--- src/rtl/adc_seq_avg.sv ---
// adc_seq_avg
// Conversion sequencer and averaging result buffer placed directly after the
// SAR controller. It pulses soc, steps the analog channel select from 0 up to
// nch, and accumulates 1/2/4/8 conversions per channel. Each channel's average,
// tagged with its channel number, goes into a first-word-fall-through FIFO.
//
// Ports
//   clk, rst            core clock, asynchronous active-high reset
//   en                  block enable; low returns to IDLE and keeps FIFO data
//   start               begin a scan (sampled only in IDLE)
//   cont, nch, avg      scan config: continuous mode, last channel,
//                       log2 of samples per channel; captured at start
//   soc / eoc / data    handshake with the SAR controller
//   ch                  analog mux channel select
//   busy                sequencer is not idle
//   rd_en / rd_data     FIFO pop and head word {channel, average}
//   empty, full, level  FIFO status
//   ovf / ovf_clr       sticky overflow flag and its clear
module adc_seq_avg #(
  parameter int SIZE  = 12,
  parameter int CHW   = 3,
  parameter int DEPTH = 8
) (
  input  logic                       clk,
  input  logic                       rst,
  input  logic                       en,
  input  logic                       start,
  input  logic                       cont,
  input  logic [CHW-1:0]             nch,
  input  logic [1:0]                 avg,
  output logic                       soc,
  input  logic                       eoc,
  input  logic [SIZE-1:0]            data,
  output logic [CHW-1:0]             ch,
  output logic                       busy,
  input  logic                       rd_en,
  output logic [CHW+SIZE-1:0]        rd_data,
  output logic                       empty,
  output logic                       full,
  output logic [$clog2(DEPTH+1)-1:0] level,
  output logic                       ovf,
  input  logic                       ovf_clr
);

  localparam int AW   = $clog2(DEPTH);
  localparam int LW   = $clog2(DEPTH+1);
  localparam int ACCW = SIZE + 3;

  typedef enum logic [1:0] {IDLE, SOC, WAIT, PUSH} state_t;

  state_t              state;
  state_t              state_nxt;
  logic [ACCW-1:0]     acc;
  logic [2:0]          cnt;
  logic                cont_q;
  logic [CHW-1:0]      nch_q;
  logic [1:0]          avg_q;
  logic                last_sample;
  logic                last_channel;

  logic [CHW+SIZE-1:0] mem [DEPTH];
  logic [AW-1:0]       wr_ptr;
  logic [AW-1:0]       rd_ptr;
  logic [CHW+SIZE-1:0] hold_q;
  logic [CHW+SIZE-1:0] push_entry;
  logic                push;
  logic                pop;
  logic                wr_ok;
  logic                ovf_set;

  // The old sample count compared against 2^avg-1 marks the final sample of
  // a channel; 4-bit math keeps avg=3 (limit 7) free of wrap surprises.
  assign last_sample  = ({1'b0, cnt} == ((4'd1 << avg_q) - 4'd1));
  assign last_channel = (ch == nch_q);

  // State register.
  always_ff @(posedge clk or posedge rst) begin
    if (rst) state <= IDLE;
    else     state <= state_nxt;
  end

  // Next-state logic. Dropping en always lands in IDLE, so a partial average
  // can never reach the FIFO.
  always_comb begin
    state_nxt = state;
    if (!en) begin
      state_nxt = IDLE;
    end else begin
      case (state)
        IDLE:    if (start) state_nxt = SOC;
        SOC:     state_nxt = WAIT;
        WAIT:    if (eoc) state_nxt = last_sample ? PUSH : SOC;
        PUSH:    state_nxt = (last_channel && !cont_q) ? IDLE : SOC;
        default: state_nxt = IDLE;
      endcase
    end
  end

  // Outputs decoded purely from the registered state.
  always_comb begin
    soc  = (state == SOC);
    busy = (state != IDLE);
  end

  // Scan datapath: captured config, channel select, accumulator and sample
  // counter. The config is latched at start so the bus side may change
  // nch/avg/cont mid-scan without disturbing it.
  always_ff @(posedge clk or posedge rst) begin
    if (rst) begin
      ch     <= '0;
      acc    <= '0;
      cnt    <= '0;
      cont_q <= 1'b0;
      nch_q  <= '0;
      avg_q  <= '0;
    end else if (!en) begin
      ch  <= '0;
      acc <= '0;
      cnt <= '0;
    end else begin
      case (state)
        IDLE: begin
          if (start) begin
            ch     <= '0;
            acc    <= '0;
            cnt    <= '0;
            cont_q <= cont;
            nch_q  <= nch;
            avg_q  <= avg;
          end
        end
        WAIT: begin
          if (eoc) begin
            acc <= acc + ACCW'(data);
            cnt <= cnt + 3'd1;
          end
        end
        PUSH: begin
          acc <= '0;
          cnt <= '0;
          if (last_channel) begin
            if (cont_q) ch <= '0;
          end else begin
            ch <= ch + CHW'(1);
          end
        end
        default: ;
      endcase
    end
  end

  // FIFO control. A push while full only lands if a pop frees a slot in the
  // same cycle; otherwise it is dropped and flagged as overflow.
  assign push_entry = {ch, SIZE'(acc >> avg_q)};
  assign push       = en && (state == PUSH);
  assign pop        = rd_en && !empty;
  assign wr_ok      = push && (!full || pop);
  assign ovf_set    = push && full && !pop;

  assign empty   = (level == '0);
  assign full    = (level == LW'(DEPTH));
  assign rd_data = empty ? hold_q : mem[rd_ptr];

  // FIFO storage; no reset needed since entries are only read when valid.
  always_ff @(posedge clk) begin
    if (wr_ok) mem[wr_ptr] <= push_entry;
  end

  // Pointers, occupancy, overflow flag and the held head word. hold_q tracks
  // the head while non-empty so rd_data keeps the last word once drained.
  always_ff @(posedge clk or posedge rst) begin
    if (rst) begin
      wr_ptr <= '0;
      rd_ptr <= '0;
      level  <= '0;
      ovf    <= 1'b0;
      hold_q <= '0;
    end else begin
      if (wr_ok) wr_ptr <= wr_ptr + AW'(1);
      if (pop)   rd_ptr <= rd_ptr + AW'(1);
      case ({wr_ok, pop})
        2'b10:   level <= level + LW'(1);
        2'b01:   level <= level - LW'(1);
        default: ;
      endcase
      if (ovf_set)      ovf <= 1'b1;
      else if (ovf_clr) ovf <= 1'b0;
      if (!empty) hold_q <= mem[rd_ptr];
    end
  end

endmodule

--- config.mk ---
export PLATFORM = sky130hd
export DESIGN_NAME = adc_seq_avg
export DESIGN_NICKNAME = d
export VERILOG_FILES = /design/src/rtl/adc_seq_avg.sv
export SDC_FILE = /design/constraint.sdc
export NUM_CORES = 1
export LEC_CHECK = 0
export CORE_MARGIN = 8
export CORE_UTILIZATION = 55
export DETAILED_ROUTE_END_ITERATION = 16
export MAX_ROUTING_LAYER = met4
export PLACE_DENSITY = 0.74
export SLEW_MARGIN = 20
export SYNTH_ARGS = -nofsm -noshare
export SYNTH_HDL_FRONTEND = slang
export SYNTH_SLANG_ARGS = --single-unit
export TNS_END_PERCENT = 50
--- constraint.sdc ---
create_clock -name clk -period 3.7 [get_ports clk]
set_input_delay 0.555 -clock clk [delete_from_list [all_inputs] [get_ports clk]]
set_output_delay 0.555 -clock clk [all_outputs]
set_load 0.01 [all_outputs]
==> flow_metrics.tcl, run 1 <==
set metrics [dict create \
    status "finished, final reports clean" \
    fin_setup_tns_ns 0 \
    dp_cells 724 \
    p_leak_nw 3.297 \
    critPathCaptureType "primary output" \
    dpl-instance-area_mm2 0.008566 \
    start_kind "flip-flop" \
    p_clk_share_pct 28.3 \
    ctsResizeCount 0 \
    slew_violations 0 \
    switching_share_pct 27.94 \
    path_cells "buf_4 > mux4_2 > mux2i_1 > o21ai_1 > clkdlybuf4s50_1" \
    cts_root_buf "clkbuf_16" \
    ys_seq_area_share_pct 63.56 \
    core.rowCount 43 \
    worstHoldStart "hold_q[6]" \
    syn_to_final_growth_pct 15.83 \
    routed_wirelength_mm 14.94 \
    synth_ff_type "edfxtp_1" \
    crit_fanout 25 \
    power_density_mw_per_mm2 617.2 \
    min_path_cells 2 \
    synth_area_mm2 0.007835 \
    post-place-ws_ns 0.6728 \
    rsz0062_at_grt "no" \
    cts_max_path_buffers 2 \
    critPathBufInv 2 \
    worst_pin_slew_ns 1.145 \
    yosysUniqueCellTypes 56 \
    critical_path_class "reg2out" \
    cap_violations 0 \
    final_core_util_pct 65.38 \
    ant_nets 0 \
    grt_usage_pct 17.65 \
    cts_buffers 17 \
    period_share_pct 93.43 \
    finalWorstSetupSlack_ns 0.2431 \
    grt_pass1_vias 4569 \
    clkTransAtPathRegs_ns 0.06 \
    r2r_setup_slack_ns 1.24 \
    setup_viol 0 \
    wl_per_cell_um 19.84 \
    cp_top_family "flip-flops" \
    synth_area_leaders "edfxtp_1, dfrtp_1, mux4_2, ha_1, nand2_1" \
    final_cells 753 \
    core_area_mm2 0.01388 \
    grt_start_max_net_pins 37 \
    stdcell_area_mm2 0.009075 \
    holdWs_ns 0.4944 \
    drive_above_1_share_pct 16.93 \
    drc 0 \
    dp_hpwl_mm 9.949 \
    synth_fp_nets 550 \
    vias 4469 \
    synth_most_common_cell "edfxtp_1" \
    synthCells 505 \
    crit_arrival_ns 2.90 \
    cts_tree "built" \
    synth_warnings 0 \
    vias_per_cell 5.935 \
    first_iter_violations 230 \
    die_height_um 135.4 \
    postSynthAreaPerCell_um2 15.51 \
    synthArstFlopShare_pct 31.43 \
    insertion_delay_ns 0.43 \
    die_width_um 135.4 \
    worst_path_max_delay_cell "dfrtp_1" \
    hold_violations 0 \
    min_period_ns 3.457 \
    r2r_end "level[3]" \
    gp_congestion 0.8645 \
    synth_edf_count 120 \
    synth_top_area_share_pct 45.99 \
    pwr-share-seq_pct 44.0 \
    synth_top_cell_by_area "edfxtp_1" \
    antenna_found_initial 0 \
    pin_count 52 \
    reg2reg_depth 9 \
    combPwrFrac_pct 27.8 \
    hold_path_class "reg2reg" \
    die_area_mm2 0.01832 \
    ir_drop_mv 0.3881 \
    min_to "hold_q[6]" \
    grt-ovfl-total 0 \
    hold_buffers 0 \
    num-nets-final 608 \
    fmax_mhz 289.3 \
    initial_core_util_pct 56.44 \
    slew_headroom_pct 23.66 \
    portBuffers 51 \
    synth_top_cells_by_count "edfxtp_1, dfrtp_1, nand2_1, mux4_2, o21ai_0" \
    grt_pass1_wl_mm 23.98 \
    required_ns 3.14 \
    fin_skew_ns 0.01384 \
    p_sw_mw 1.565 \
    cts-htree-levels 4 \
    slowest_delay_ns 1.10 \
    p_total_mw 5.601 \
    postCtsSetupRepairBufs 0 \
    regToRegStartpoint "level[2]" \
    drt_first_pass_iters 4 \
    synth_seq_cells 175 \
    internal_power_mw 4.036 \
    cts.sinks 175 \
    diodes 0 \
]
-- layout make-up --
class                   instances  area (um2)
clock buffers                  20       436.7
clock inverters                 9       72.57
fillers                       976        4806
inverters                      11       41.29
multi-input cells             294        2698
flip-flops and latches        175        4981
well taps                     180       225.2
repair buffers                 64       620.6
-- per-layer routing --
metal,routed length (um),track usage [%]
met1,6809,22.39
met2,7349,27.18
met3,534,4.080
met4,246,6.909
met5,0,-
-- power by group through the flow --
| stage | sequential [mW] | combinational, mW | clock (mW) |
|---|---|---|---|
| 5_1_grt | 2.50 | 1.69 | 1.69 |
| 3_5_place_dp | 2.50 | 1.58 | 0 |
| 6_report | 2.46 | 1.56 | 1.58 |
| 2_1_floorplan | 2.38 | 1.07 | 0 |
| 4_1_cts | 2.47 | 1.59 | 1.60 |
| 3_3_place_gp | 2.49 | 1.53 | 0 |
-- logic make-up (layout without fill, tap and decap cells) --
family | Yosys count | after routing | share of synthesized area, %
AO/OA/AOI/OAI | 85 | 85 | 7.074
multiplexers | 67 | 67 | 15.38
AND/OR/NAND/NOR | 104 | 104 | 6.452
flip-flops | 175 | 175 | 63.56
adder cells (fa/ha/maj) | 20 | 20 | 3.386
XOR/XNOR | 18 | 18 | 2.012
buffers and inverters | 36 | 104 | 2.140
-- sequential cells by signal (all words and copies together) (netlist names) --
register and count:
cnt 3, rd_ptr 3, cont_q 1, hold_q 15, acc 15, mem 120
ch 3, nch_q 3, ovf 1, state 2, wr_ptr 3, avg_q 2
level 4
-- worst reg2reg max path, delay by kind of cell, from the launching register on --
kind,cells,cell delay (ns)
simple gates,3,0.96
buf+inv,1,0.09
fa+ha+maj,1,0.28
xor+xnor,1,0.15
compound gates,3,0.44
flops,1,0.43
-- placed cells by master (no fill, tap or decap), types with 12 or more instances in the layout --
| master | Yosys | layout |
|---|---|---|
| mux4_2 | 42 | 42 |
| mux2i_1 | 18 | 18 |
| o21ai_0 | 21 | 21 |
| edfxtp_1 | 120 | 120 |
| clkdlybuf4s50_1 | 0 | 51 |
| nand3_1 | 12 | 12 |
| o21ai_1 | 13 | 13 |
| dfrtp_1 | 55 | 54 |
| buf_4 | 5 | 12 |
| ha_1 | 18 | 18 |
| nand2_1 | 49 | 49 |
| clkbuf_16 | 0 | 17 |
-- worst max path at each step --
stage / slack (ns) / from / depth (start not counted) / end
after floorplan: 1.10 / en / 4 / mem[0][0]
after global placement: 0.72 / rd_ptr[1] / 5 / rd_data[13]
after detailed placement: 0.67 / rd_ptr[1] / 5 / rd_data[13]
after CTS: 0.23 / rd_ptr[1] / 5 / rd_data[13]
after global routing: 0.12 / rd_ptr[1] / 5 / rd_data[13]
final: 0.24 / rd_ptr[1] / 5 / rd_data[13]
Power figures use the tool's default switching activity.
==> run 2, diff against run 1 <==
Settings changed: ABC_AREA from default to 1.
==> run 2 against run 1 <==
Against the previous run:
- wire length increased by 26%
- maximum frequency increased by 8.0%
- synthesized area increased by 3.8%
- global-route usage increased by 3.6 points
- power increased by 14%
- die area increased by 3.4%
- synthesized cell count increased by 58%
- clock skew decreased by 0.0054 ns
- clock power increased by 9%
- non-clock buffer count increased by 1
- critical path type unchanged
- largest cell class unchanged
- largest power group unchanged
==> flow_metrics.tcl, run 2 <==
set metrics [dict create \
    cts_tree "built" \
    die_area_mm2 0.01894 \
    cp_top_family "buffers and inverters" \
    core_area_mm2 0.01448 \
    cts_buffers 17 \
    slowest_delay_ns 0.55 \
    synth_area_leaders "edfxtp_1, dfrtp_1, nand2_1, o21ai_0, nor2_1" \
    synth_top_area_share_pct 44.30 \
    cts-htree-levels 4 \
    grt_start_max_net_pins 62 \
    portBuffers 51 \
    crit_start "rd_ptr[1]" \
    holdWs_ns 0.4761 \
    antenna_found_initial 0 \
    postSynthAreaPerCell_um2 10.19 \
    die_height_um 137.6 \
    synth_top_cell_by_area "edfxtp_1" \
    cts_root_buf "clkbuf_16" \
    dpl-instance-area_mm2 0.008832 \
    die_width_um 137.6 \
    p_total_mw 6.405 \
    vias 6034 \
    r2r_setup_slack_ns 1.21 \
    grt-ovfl-total 0 \
    slew_headroom_pct 27.40 \
    setup_viol 0 \
    p_leak_nw 3.854 \
    grt_pass1_wl_mm 29.76 \
    start_kind "flip-flop" \
    power_density_mw_per_mm2 681.4 \
    largest-register "mem" \
    ys_seq_area_share_pct 61.22 \
    crit_arrival_ns 2.65 \
    initial_core_util_pct 56.18 \
    worst_pin_slew_ns 1.078 \
    final_common_cell "nand2_1" \
    synth_ff_type "edfxtp_1" \
    rsz0062_at_grt "no" \
    synth_seq_cells 175 \
    synth_area_mm2 0.008134 \
    path_cells "buf_4 > inv_1 > buf_4 > o21ai_0 > o221ai_1 > nand3_1 > nand2_1 > clkdlybuf4s50_1" \
    synth_top_cells_by_count "nand2_1, edfxtp_1, nor2_1, o21ai_0, inv_1" \
    finalWorstSetupSlack_ns 0.4989 \
    insertion_delay_ns 0.43 \
    drive_above_1_share_pct 7.898 \
    largest_register_ffs 120 \
    clkTransAtPathRegs_ns 0.06 \
    critical_path_class "reg2out" \
    ctsResizeCount 0 \
    period_share_pct 86.52 \
    stdcell_area_mm2 0.009400 \
    cts_max_path_buffers 2 \
    fin_setup_tns_ns 0 \
    dp_hpwl_mm 12.12 \
    num-nets-final 893 \
    vias_per_cell 5.774 \
    slew_violations 0 \
    postCtsSetupRepairBufs 0 \
    synth_most_common_cell "nand2_1" \
    fin_skew_ns 0.008392 \
    cap_violations 0 \
    r2r_end "mem[0][4]" \
    first_iter_violations 519 \
    synth_edf_count 120 \
    synthCells 798 \
    wl_per_cell_um 17.96 \
    required_ns 3.14 \
    critPathCapture "rd_data[12]" \
    ant_nets 0 \
    final_cell_mix "nand2_1, edfxtp_1, nor2_1, o21ai_0, inv_1" \
    fmax_mhz 312.4 \
    hold_violations 0 \
    post-place-ws_ns 0.7680 \
    hold_buffers 0 \
    crit_fanout 32 \
    grt_usage_pct 21.28 \
    min_period_ns 3.201 \
    cp.depth 8 \
    reg2reg_depth 7 \
    yosysUniqueCellTypes 34 \
    synth_warnings 0 \
    drt_first_pass_iters 5 \
    cts.sinks 175 \
    diodes 0 \
    status "finished, final reports clean" \
    routed_wirelength_mm 18.77 \
    gp_congestion 0.8868 \
    critPathBufInv 4 \
    hold_path_class "reg2reg" \
    reg.largest.list "mem (120), acc (15), hold_q (15)" \
    regToRegStartpoint "level[3]" \
    critPathCaptureType "primary output" \
    synth_fp_nets 843 \
    drc 0 \
    pin_count 52 \
    grt_pass1_vias 5828 \
    syn_to_final_growth_pct 15.57 \
    synthArstFlopShare_pct 31.43 \
    ir_drop_mv 0.3675 \
    core.rowCount 44 \
    worst_path_max_delay_cell "clkdlybuf4s50_1" \
    crit_top_cell "buf_4" \
]
run 2: changes by cell type in the layout (fill, tap and decap cells not counted), moves of 8 or more:
cell | previous run | this run
nand2b_1 | 8 | 0
nand2_1 | 49 | 165
mux4_2 | 42 | 0
o21ai_0 | 21 | 87
o221ai_1 | 0 | 30
mux2i_1 | 18 | 3
inv_1 | 9 | 67
o21ai_1 | 13 | 3
nand3_1 | 12 | 45
nor2_1 | 11 | 92
run 2: final cells by class:
type	instances	area (um2)
Fill cell	1122	5079
Timing Repair Buffer	65	628.1
Tap cell	184	230.2
Clock inverter	10	113.9
Sequential cell	175	4980
Multi-Input combinational cell	514	2713
Clock buffer	22	454.2
Inverter	75	281.5
run 2: cell families after synthesis:
| group | Yosys count | share of synthesized area, % |
|---|---|---|
| AOI/OAI and AO/OA | 148 | 10.77 |
| adders and majority gates | 20 | 3.261 |
| xor gates and xnor gates | 13 | 1.492 |
| and+or+nand+nor | 325 | 16.77 |
| buffers and inverters | 109 | 5.430 |
| muxes | 8 | 1.061 |
| DFF | 175 | 61.22 |
run 2: worst min-delay path, stage by stage, from the launching register on:
cell and delay [ns]:
dfrtp_1 0.32, nand2_1 0.05, nand2_1 0.07
run 2: layer usage:
metal | wire length [um] | vias to the layer above | global-route usage [%]
met3 | 1139 | 41 | 4.230
met4 | 436 | 0 | 7.785
met2 | 9220 | 221 | 34.45
met1 | 7977 | 2925 | 26.05
li1 | - | 2847 | -
met5 | 0 | - | -
run 2: how the worst min path moves through the flow:
stage / startpoint / end / slack [ns] / cells after the start
2_1_floorplan: acc[9] / acc[9] / 0.47 / 2
3_3_place_gp: hold_q[2] / hold_q[2] / 0.46 / 2
3_5_place_dp: hold_q[9] / hold_q[9] / 0.47 / 2
4_1_cts: hold_q[14] / hold_q[14] / 0.48 / 2
5_1_grt: hold_q[0] / hold_q[0] / 0.50 / 2
6_report: hold_q[8] / hold_q[8] / 0.48 / 2
run 2: where the power goes:
part	leakage, nW	internal, mW	switching, mW
combinational	1.79	0.851	1.34
sequential	1.79	2.35	0.126
clock	0.270	1.01	0.722
total	3.85	4.21	2.19
run 2: metrics by stage:
step / util [%] / instances
floorplan: - / 798
global placement: 61.00 / 1013
detailed placement: 61.00 / 1013
CTS: 64.92 / 1045
global route: 64.92 / 1045
finish: 64.92 / 1045
==> run 3, diff against run 2 <==
Settings changed: CORE_UTILIZATION 55 to 54, PLACE_DENSITY 0.74 to 0.76.
Clock period 3.7 ns to 2.79 ns, I/O delays scaled along.
==> run 3 against run 2 <==
Against the previous run:
- core utilization fell by 0.69 points
- clock-buffer cell count fell by 4
- setup slack got worse by 0.39 ns
- non-clock buffer count rose by 14
- worst hold slack improved by 0.0033 ns
- via count fell by 2.4%
- sequential share of layout area fell by 1.2 points
- die area rose by 1.6%
- sequential power rose by 33%
- final cell count rose by 1.7%
- clock skew barely moved
- combinational power rose by 37%
==> flow_metrics.tcl, run 3 (synthesis gave the netlist of run 2 again) <==
set metrics [dict create \
    cts-htree-levels 4 \
    min_period_ns 2.685 \
    vias 5891 \
    initial_core_util_pct 54.31 \
    antenna_found_initial 0 \
    critPathCapture "rd_data[3]" \
    worst_pin_slew_ns 0.7734 \
    ant_nets 0 \
    core_area_mm2 0.01498 \
    largest_register_ffs 120 \
    cts_tree "built" \
    crit_arrival_ns 2.27 \
    dpl-instance-area_mm2 0.008942 \
    vias_per_cell 5.542 \
    hold_violations 0 \
    cts_max_path_buffers 2 \
    crit_fanout 36 \
    portBuffers 51 \
    insertion_delay_ns 0.43 \
    r2r_setup_slack_ns 0.76 \
    fillers 1173 \
    wl_per_cell_um 16.90 \
    largest-register "mem" \
    crit_start "rd_ptr[0]" \
    stdcell_area_mm2 0.009620 \
    grt_start_max_net_pins 56 \
    clkTransAtPathRegs_ns 0.07 \
    critical_path_class "reg2out" \
    grt-ovfl-total 0 \
    reg2reg_depth 13 \
    pin_count 52 \
    drt_first_pass_iters 5 \
    start_kind "flip-flop" \
    postCtsSetupRepairBufs 0 \
    syn_to_final_growth_pct 18.27 \
    die_height_um 138.7 \
    required_ns 2.37 \
    p_leak_nw 3.980 \
    dp_cells 1031 \
    drc 0 \
    first_iter_violations 418 \
    final_cell_mix "nand2_1, edfxtp_1, nor2_1, o21ai_0, inv_1" \
    post-place-ws_ns 0.3506 \
    cts.sinks 175 \
    regToRegStartpoint "level[0]" \
    slew_violations 0 \
    finalWorstSetupSlack_ns 0.1054 \
    period_share_pct 96.22 \
    p_total_mw 8.857 \
    slew_headroom_pct 46.97 \
    r2r_end "level[3]" \
    holdWs_ns 0.4793 \
    status "finished, final reports clean" \
    cts_root_buf "clkbuf_16" \
    grt_pass1_wl_mm 28.93 \
    hold_buffers 0 \
    critPathCaptureType "primary output" \
    cts_buffers 17 \
    routed_wirelength_mm 17.96 \
    final_cells 1063 \
    fmax_mhz 372.5 \
    reg.largest.list "mem (120), acc (15), hold_q (15)" \
    core.rowCount 45 \
    gp_congestion 0.8848 \
    die_area_mm2 0.01925 \
    dp_hpwl_mm 11.65 \
    final_common_cell "nand2_1" \
    hold_path_class "reg2reg" \
    grt_usage_pct 19.65 \
    ir_drop_mv 0.4499 \
    fin_skew_ns 0.008295 \
    die_width_um 138.7 \
    cap_violations 0 \
    diodes 0 \
    grt_pass1_vias 5622 \
    power_density_mw_per_mm2 920.6 \
    num-nets-final 907 \
    drive_above_1_share_pct 10.29 \
    setup_viol 0 \
]
run 3: cell types whose count changed in the layout (fill, tap and decap cells not counted), sizes merged:
cell | before | now
buf | 14 | 28
clkbuf | 22 | 18
clkinv | 4 | 7
bufinv | 2 | 4
clkdlybuf4s50 | 51 | 50
clkinvlp | 2 | 1
dlymetal6s2s | 0 | 1
run 3: final cells by class:
class,instances,area (um2),area share (%)
Multi-Input combinational cell,514,2713,28.20
Sequential cell,175,4981,51.78
Clock buffer,18,439.2,4.565
Inverter,75,287.8,2.991
Tap cell,188,235.2,2.445
Clock inverter,14,206.4,2.146
Timing Repair Buffer,79,758.2,7.881
run 3: per-layer routing:
| metal | share of wire (%) | vias up | track usage (%) |
|---|---|---|---|
| met1 | 44 | 2812 | 24.96 |
| met5 | 0 | - | - |
| met4 | 1.7 | 0 | 7.568 |
| li1 | - | 2868 | - |
| met3 | 5.7 | 22 | 3.167 |
| met2 | 49 | 189 | 31.26 |
run 3: stage by stage:
stage | utilization (%) | setup TNS, ns
5_1_grt | 64.24 | -0.005359
6_report | 64.24 | 0
2_1_floorplan | - | 0
4_1_cts | 64.04 | 0
3_3_place_gp | 59.71 | 0
3_5_place_dp | 59.71 | 0
run 3: timing repair:
| action | CTS | global route |
|---|---|---|
| endpoints found under the hold margin | 0 | 0 |
| gates resized for setup | 1 | 11 |
| pin swaps | 0 | 2 |
| setup endpoints to repair | 2 | 14 |
run 3: critical path: stages (launching register included):
cell	delay, ns
dfrtp_2	0.45
clkinv_4	0.11
buf_12	0.20
o21ai_0	0.12
o221ai_1	0.22
nand3_1	0.11
nand2_1	0.09
clkdlybuf4s50_1	0.54
run 3: worst min path at each step:
stage / from / endpoint / slack [ns] / depth (start not counted)
floorplan: acc[9] / acc[9] / 0.47 / 2
global placement: hold_q[6] / hold_q[6] / 0.46 / 2
detailed placement: hold_q[2] / hold_q[2] / 0.47 / 2
CTS: hold_q[2] / hold_q[2] / 0.48 / 2
global route: hold_q[0] / hold_q[0] / 0.51 / 2
finish: hold_q[4] / hold_q[4] / 0.48 / 2
run 3: power breakdown:
group | total (mW) | leakage [nW] | switching [mW] | internal (mW)
Clock | 2.56 | 0.314 | 1.02 | 1.54
Sequential | 3.29 | 1.79 | 0.177 | 3.12
Combinational | 3.00 | 1.87 | 1.76 | 1.25
